File: src/rtl/imm_gen_stage.sv
// ID-stage immediate generator with PC-relative target precompute.
// Two-entry (output + skid) valid/ready pipeline stage.
module imm_gen_stage #(
   parameter int XLEN     = 32,
   parameter int CSR_ZIMM = 1
) (
   input  logic            clk,
   input  logic            rst,
   input  logic            flush,
   input  logic            in_valid,
   output logic            in_ready,
   input  logic [31:0]     in_instr,
   input  logic [XLEN-1:0] in_pc,
   output logic            out_valid,
   input  logic            out_ready,
   output logic [31:0]     out_instr,
   output logic [XLEN-1:0] out_pc,
   output logic [XLEN-1:0] out_imm,
   output logic [2:0]      out_fmt,
   output logic            out_illegal,
   output logic [XLEN-1:0] out_target
);

   typedef struct packed {
      logic [31:0]     instr;
      logic [XLEN-1:0] pc;
      logic [XLEN-1:0] imm;
      logic [2:0]      fmt;
      logic            illegal;
      logic [XLEN-1:0] target;
   } ent_t;

   localparam logic [6:0] OP_BR    = 7'b1100011;
   localparam logic [6:0] OP_JALR  = 7'b1100111;
   localparam logic [6:0] OP_IMM   = 7'b0010011;
   localparam logic [6:0] OP_LD    = 7'b0000011;
   localparam logic [6:0] OP_FENCE = 7'b0001111;
   localparam logic [6:0] OP_JAL   = 7'b1101111;
   localparam logic [6:0] OP_LUI   = 7'b0110111;
   localparam logic [6:0] OP_AUIPC = 7'b0010111;
   localparam logic [6:0] OP_ST    = 7'b0100011;
   localparam logic [6:0] OP_OP    = 7'b0110011;
   localparam logic [6:0] OP_IMM32 = 7'b0011011;
   localparam logic [6:0] OP_32    = 7'b0111011;
   localparam logic [6:0] OP_SYS   = 7'b1110011;

   localparam logic [2:0] F_R   = 3'd0;
   localparam logic [2:0] F_I   = 3'd1;
   localparam logic [2:0] F_S   = 3'd2;
   localparam logic [2:0] F_B   = 3'd3;
   localparam logic [2:0] F_U   = 3'd4;
   localparam logic [2:0] F_J   = 3'd5;
   localparam logic [2:0] F_Z   = 3'd6;
   localparam logic [2:0] F_ILL = 3'd7;

   localparam logic RV64 = (XLEN == 64);
   localparam logic ZIMM = (CSR_ZIMM != 0);

   ent_t            dec;
   ent_t            out_q;
   ent_t            skid_q;
   logic            out_v;
   logic            skid_v;
   logic            acc;
   logic            zsel;
   logic [6:0]      op;
   logic [XLEN-1:0] imm_i;
   logic [XLEN-1:0] imm_s;
   logic [XLEN-1:0] imm_b;
   logic [XLEN-1:0] imm_u;
   logic [XLEN-1:0] imm_j;
   logic [XLEN-1:0] imm_z;

   assign op    = in_instr[6:0];
   assign zsel  = ZIMM & in_instr[14];
   assign imm_i = XLEN'($signed(in_instr[31:20]));
   assign imm_s = XLEN'($signed({in_instr[31:25],
                                 in_instr[11:7]}));
   assign imm_b = XLEN'($signed({in_instr[31], in_instr[7],
                                 in_instr[30:25],
                                 in_instr[11:8], 1'b0}));
   assign imm_u = XLEN'($signed({in_instr[31:12], 12'b0}));
   assign imm_j = XLEN'($signed({in_instr[31],
                                 in_instr[19:12],
                                 in_instr[20],
                                 in_instr[30:21], 1'b0}));
   assign imm_z = XLEN'(in_instr[19:15]);

   always_comb begin
      dec       = '0;
      dec.instr = in_instr;
      dec.pc    = in_pc;
      unique case (1'b1)
         (op == OP_BR): begin
            dec.fmt = F_B;
            dec.imm = imm_b;
         end
         (op == OP_JALR), (op == OP_IMM),
         (op == OP_LD), (op == OP_FENCE): begin
            dec.fmt = F_I;
            dec.imm = imm_i;
         end
         (op == OP_JAL): begin
            dec.fmt = F_J;
            dec.imm = imm_j;
         end
         (op == OP_LUI), (op == OP_AUIPC): begin
            dec.fmt = F_U;
            dec.imm = imm_u;
         end
         (op == OP_ST): begin
            dec.fmt = F_S;
            dec.imm = imm_s;
         end
         (op == OP_OP): dec.fmt = F_R;
         (op == OP_IMM32) && RV64: begin
            dec.fmt = F_I;
            dec.imm = imm_i;
         end
         (op == OP_32) && RV64: dec.fmt = F_R;
         (op == OP_SYS) && zsel: begin
            dec.fmt = F_Z;
            dec.imm = imm_z;
         end
         (op == OP_SYS) && !zsel: begin
            dec.fmt = F_I;
            dec.imm = imm_i;
         end
         default: begin
            dec.fmt     = F_ILL;
            dec.illegal = 1'b1;
         end
      endcase
      if (dec.fmt == F_B || dec.fmt == F_J)
         dec.target = in_pc + dec.imm;
   end

   // skid_v alone gates acceptance, so in_ready is a pure flop output
   assign in_ready = ~skid_v;
   assign acc      = in_valid & ~skid_v;

   always_ff @(posedge clk or posedge rst) begin
      if (rst) begin
         out_v  <= 1'b0;
         skid_v <= 1'b0;
         out_q  <= '0;
         skid_q <= '0;
      end else if (flush) begin
         out_v  <= 1'b0;
         skid_v <= 1'b0;
      end else if (!out_v || out_ready) begin
         if (skid_v) begin
            out_q  <= skid_q;
            out_v  <= 1'b1;
            skid_v <= acc;
            if (acc)
               skid_q <= dec;
         end else begin
            out_v <= acc;
            if (acc)
               out_q <= dec;
         end
      end else if (acc) begin
         skid_q <= dec;
         skid_v <= 1'b1;
      end
   end

   assign out_valid   = out_v;
   assign out_instr   = out_q.instr;
   assign out_pc      = out_q.pc;
   assign out_imm     = out_q.imm;
   assign out_fmt     = out_q.fmt;
   assign out_illegal = out_q.illegal;
   assign out_target  = out_q.target;

endmodule

File: config.mk
export PLATFORM = sky130hd
export DESIGN_NAME = imm_gen_stage
export DESIGN_NICKNAME = d
export VERILOG_FILES = /design/src/rtl/imm_gen_stage.sv
export SDC_FILE = /design/constraint.sdc
export NUM_CORES = 1
export LEC_CHECK = 0
export BUFFER_PORTS_ARGS = -buffer_cell sky130_fd_sc_hd__buf_2
export CAP_MARGIN = 20
export CORE_MARGIN = 1
export CORE_UTILIZATION = 45
export CTS_BUF_LIST = sky130_fd_sc_hd__clkbuf_16
export DETAILED_ROUTE_END_ITERATION = 8
export PLACE_DENSITY = 0.66
export SLEW_MARGIN = 10
export SYNTH_ARGS = -nofsm -noshare
export SYNTH_HDL_FRONTEND = slang
export SYNTH_SLANG_ARGS = --single-unit
File: constraint.sdc
create_clock -name clk -period 10.5 [get_ports clk]
set_input_delay 1.575 -clock clk [delete_from_list [all_inputs] [get_ports clk]]
set_output_delay 1.575 -clock clk [all_outputs]
set_load 0.005 [all_outputs]
=== After elaboration in Yosys (flattened, before gate mapping) ===
Index checks and enable logic that the tools add are counted.

* Add/sub/neg operators: 1
* Eq/ne operators: 14
* Mux-type cells: 16
* Bitwise logic cells: 3
* Reductions and logical operators: 14

{| class="wikitable"
|+ Operators with widths
! operator !! number
|-
| $mux 132 || 5
|-
| $pmux 32 s6 || 1
|-
| $add 32x32->32 || 1
|-
| $mux 32 || 1
|-
| $eq 7x7->1 const B || 4
|-
| $eq 7x6->1 const B || 3
|-
| $pmux 3 s7 || 1
|-
| $eq 7x5->1 const B || 2
|-
| $reduce_or 12->1 || 1
|-
| $mux 1 || 8
|-
| $eq 7x2->1 const B || 1
|-
| $eq 7x4->1 const B || 1
|-
| $reduce_or 5->1 || 1
|-
| $reduce_bool 2->1 || 2
|-
| $eq 3x2->1 const B || 1
|-
| $eq 3x3->1 const B || 1
|-
| $reduce_and 3->1 || 1
|-
| $reduce_bool 3->1 || 1
|-
| $logic_and 1x1->1 || 2
|-
| $logic_not 1->1 || 2
|-
| $logic_or 1x1->1 || 2
|-
| $ne 2x2->1 const B || 1
|-
| $not 1->1 || 2
|-
| $reduce_and 2->1 || 1
|-
| 2 further kinds || 2
|}

* Register bits after elaboration: 266
* Input port bits: 69

=== Depth between registers and ports, before layout ===
* Depth after elaboration: 10
* Gate-level depth with buffers: 18
* Depth with buffers taken out: 16

=== Worst setup path before layout ===
No wires, ideal clock.

* Path type: input to register
* Start point: in in_instr[4]
* End point: reg out_q (netlist bit out_target[26])
* Setup time: 69 ps
* Arrival: 5234 ps
* Data required time: 10431 ps
* Setup slack: 5197 ps
* Stages: 16
* Buffers on the path: 1
* Cell sequence: buf_2 and3b_1 o21ai_0 a21oi_1 or2_2 a222oi_1 inv_1 fa_1 a21o_1 a221oi_4 nand3b_2 o22ai_2 or3b_4 and3_4 or4_1 nand3_1

{| class="wikitable"
|+ RTL lines
! element !! RTL line !! source
|-
| from (decl) || 12 || <nowiki>input logic [31:0] in_instr,</nowiki>
|-
| to (signal assigned) || 153 || <nowiki>out_q <= skid_q;</nowiki>
|-
| to (decl) || 60 || <nowiki>ent_t out_q;</nowiki>
|}

==> impl_results.md <==
- Status: finished clean
- DRC viols: 0
- Leak Pwr: 7.69 nW
- Fin Clk Skew: 0.0131 ns
- Starting Density: 45.9%
- Final Critical Period: 5.62 ns
- Area of the multi-input gates: 6190 um^2
- PwrDens: 167 nW/um^2
- DR pass1 iterations: 6
- Filler instances: 2631
- Wire per inst: 18.8 um
- Sequential share of power: 46.9%
- Hold Crit Class: reg2reg
- Die Ht: 173 um
- Most frequent cells in the layout: dfrtp_1 (265), nand2_1 (202), buf_2 (202), o21ai_0 (178), mux2i_1 (91)
- Rows: 62
- Die area: 30000 um^2
- Worst EP arrival: 6.04 ns
- Area growth syn-to-layout: 17.2%
- Max_cap viols: 0
- Comb power frac: 13.1%
- Cts repair resizes: 0
- Worst vdd ir: 0.117 mV
- 1st-iter DRT viols: 820
- # diodes: 0
- Vias per cell: 5.49
- Most common cell after layout, fill and taps aside: dfrtp_1
- Pre-CTS setup slack: 4.32 ns
- GRT Overall Usage: 23.6%
- Yosys warning total: 0
- Via count: 10300
- Sw frac: 25.8%
- Worst-path clk slew: 0.06 ns
- Cell-internal power: 1.92 mW
- Worst hold slack: 0.473 ns
- Clock share of power: 40.0%
- Core ar.: 28800 um^2
- CTS Buffer Depth: 3
- Fin crit share: 53.5%
- Final setup TNS: 0 ns
- PortBufs: 202
- Vias in the first global route: 9880
- Post-synthesis cell count: 1303
- P_sw: 0.667 mW
- Share of layout cells above drive strength 1: 24.2%
- Number of CTS-inserted buffers: 29
- Worst-Margin Slew: 0.982 ns
- Root Buffer: clkbuf_16
- Die width: 173 um
- Final hold vios: 0
- GPL Wtd Cong: 0.882
- Routed WL: 35200 um
- DP HPWL: 25000 um
- Worst-path maximum fanout: 11
- Critical Path RT: 10.92 ns
- # nets final: 1564
- Clk Latency, worst-skew pair: 0.55 ns
- Post-synthesis async set-or-reset flop share: 100%
- Total grt overflow: 0
- Max_slew headroom: 34.6%
- Reg area: 6660 um^2
- Setup bufs post-CTS: 0
- Largest net degree at the start of global routing: 145
- Flops & latches, synth: 266
- Top_reg_cell synth: dfrtp_1
- Seq/Total Area, Yosys: 50.4%
- Setup CP Type: in2reg
- Max Slew Vio Count: 0
- Synth Cell Area: 13200 um^2
- Boundary Pins: 203
- Post-route cell area: 15500 um^2
- Critical Path Start Type: primary input
- Final worst setup slack: 4.88 ns
- Fmax achieved: 178 MHz
- Clk sinks: 266
- Final ANT Viol Nets: 0
- Syn Nets: 1404
- Distinct cells, synth: 58
- Hold_buf cts: 0
- Element type at the critical path end: flop
- Initial antenna violation count: 0
- H-Tree Depth: 1
- CTS tree: yes
- Setup-failing EPs final: 0
- Number of flops mapped to enable cells by yosys: 0
- Syn_area_per_cell: 10.1 um^2
- Unrepaired setup endpoints after global routing: no
- First-pass GRT wire length: 56400 um
- Area post-placement: 14500 um^2
kinds of logic (layout without fill, tap and decap cells):
| family | after synthesis | after routing | synth area share, % |
|---|---|---|---|
| xor gates and xnor gates | 25 | 25 | 1.66 |
| and+or+nand+nor | 342 | 342 | 11.6 |
| DFF | 266 | 266 | 50.4 |
| muxes | 180 | 180 | 14.5 |
| buffers and inverters | 103 | 286 | 2.97 |
| AOI/OAI and AO/OA | 355 | 355 | 15.8 |
| adders and majority gates | 32 | 32 | 3.09 |
registers in the layout, summed over array words and instances, names as in the netlist:
name	flops
out_fmt	3
out_illegal	1
out_imm	32
out_instr	32
out_pc	32
out_target	32
out_valid	1
skid_q	132
skid_v	1
power by group through the flow:
stage	Sequential (mW)	Clock, mW	Combinational, mW
3_3_place_gp	1.23	0	0.335
6_report	1.21	1.04	0.340
2_1_floorplan	1.22	0	0.207
4_1_cts	1.21	1.06	0.345
3_5_place_dp	1.23	0	0.344
5_1_grt	1.23	1.10	0.381
Yosys cell counts, drive strengths merged (3+ instances only):
cell type,instances,share of area (%)
nor2,42,1.2
ha,31,2.9
a221o,4,0.30
inv,17,0.48
o31ai,12,0.68
a21oi,77,2.9
o21bai,4,0.23
mux2i,91,6.9
a21o,34,1.9
o21ai,178,6.7
a311oi,3,0.20
o211ai,9,0.51
nand2,202,5.7
xnor2,17,1.1
dfrtp,266,50
a211oi,4,0.23
a31oi,5,0.24
a222oi,4,0.30
buf,14,0.45
and3,20,0.99
nand4,3,0.14
o21a,6,0.34
nor3b,4,0.23
xor2,8,0.53
nor4,4,0.19
nand2b,5,0.24
nor3,17,0.64
or3,5,0.25
clkbuf,72,2.0
mux2,89,7.6
nor2b,13,0.62
nand3,14,0.53
per-layer routing:
metal  routed length (um)  vias to the layer above  share of wire [%]  track usage (%)
met5                    0                        -                  0                0
met4                  803                        0                2.3             5.90
met3                 1880                       54                5.3             3.29
met2                15900                      274                 45             36.3
met1                16600                     4995                 47             34.9
li1                     -                     4942                  -                -
per-stage QoR:
stage / util (%) / instances / total power, mW
after global routing: 53.8 / 1870 / 2.71
final: 53.8 / 1870 / 2.59
after global placement: 50.4 / 1816 / 1.56
after CTS: 53.8 / 1870 / 2.62
after floorplan: - / 1303 / 1.43
after detailed placement: 50.4 / 1816 / 1.58
critical path, stage by stage:
cell,delay (ns)
buf_2,0.11
and2_1,0.25
nand3_1,0.21
nor2_1,0.56
nor3_1,0.31
nor2b_1,0.68
a21o_1,0.20
ha_1,0.32
a21oi_1,0.24
o211ai_1,0.19
a311oi_1,0.28
o2bb2ai_1,0.18
o21ai_0,0.26
and4_1,0.28
nor3_1,0.24
o21ai_0,0.13
final timing paths:
kind | from | endpoint | slack, ns | depth (start not counted)
min reg2reg | out_pc[26]$_DFFE_PP0P_ | out_pc[26]$_DFFE_PP0P_ | 0.47 | 2
min | out_pc[26]$_DFFE_PP0P_ | out_pc[26]$_DFFE_PP0P_ | 0.47 | 2
min in group asynchronous | rst | out_instr[2]$_DFFE_PP0P_ | 1.26 | 2
max | in_instr[1] | out_target[29]$_DFFE_PP0P_ | 4.88 | 16
max in group asynchronous | rst | out_pc[22]$_DFFE_PP0P_ | 7.76 | 3
max reg2reg | skid_v$_DFFE_PP0P_ | skid_q[48]$_DFFE_PP0P_ | 6.23 | 6
area by class of cell:
type | instances | area share, %
multi-input combinational | 934 | 40.0
inverter | 17 | 0.461
tap | 384 | 3.10
clock inverter | 25 | 1.54
clock buffer | 29 | 4.69
sequential | 266 | 43.0
timing repair buffer | 215 | 7.16
(Power assumes the default switching activity.)
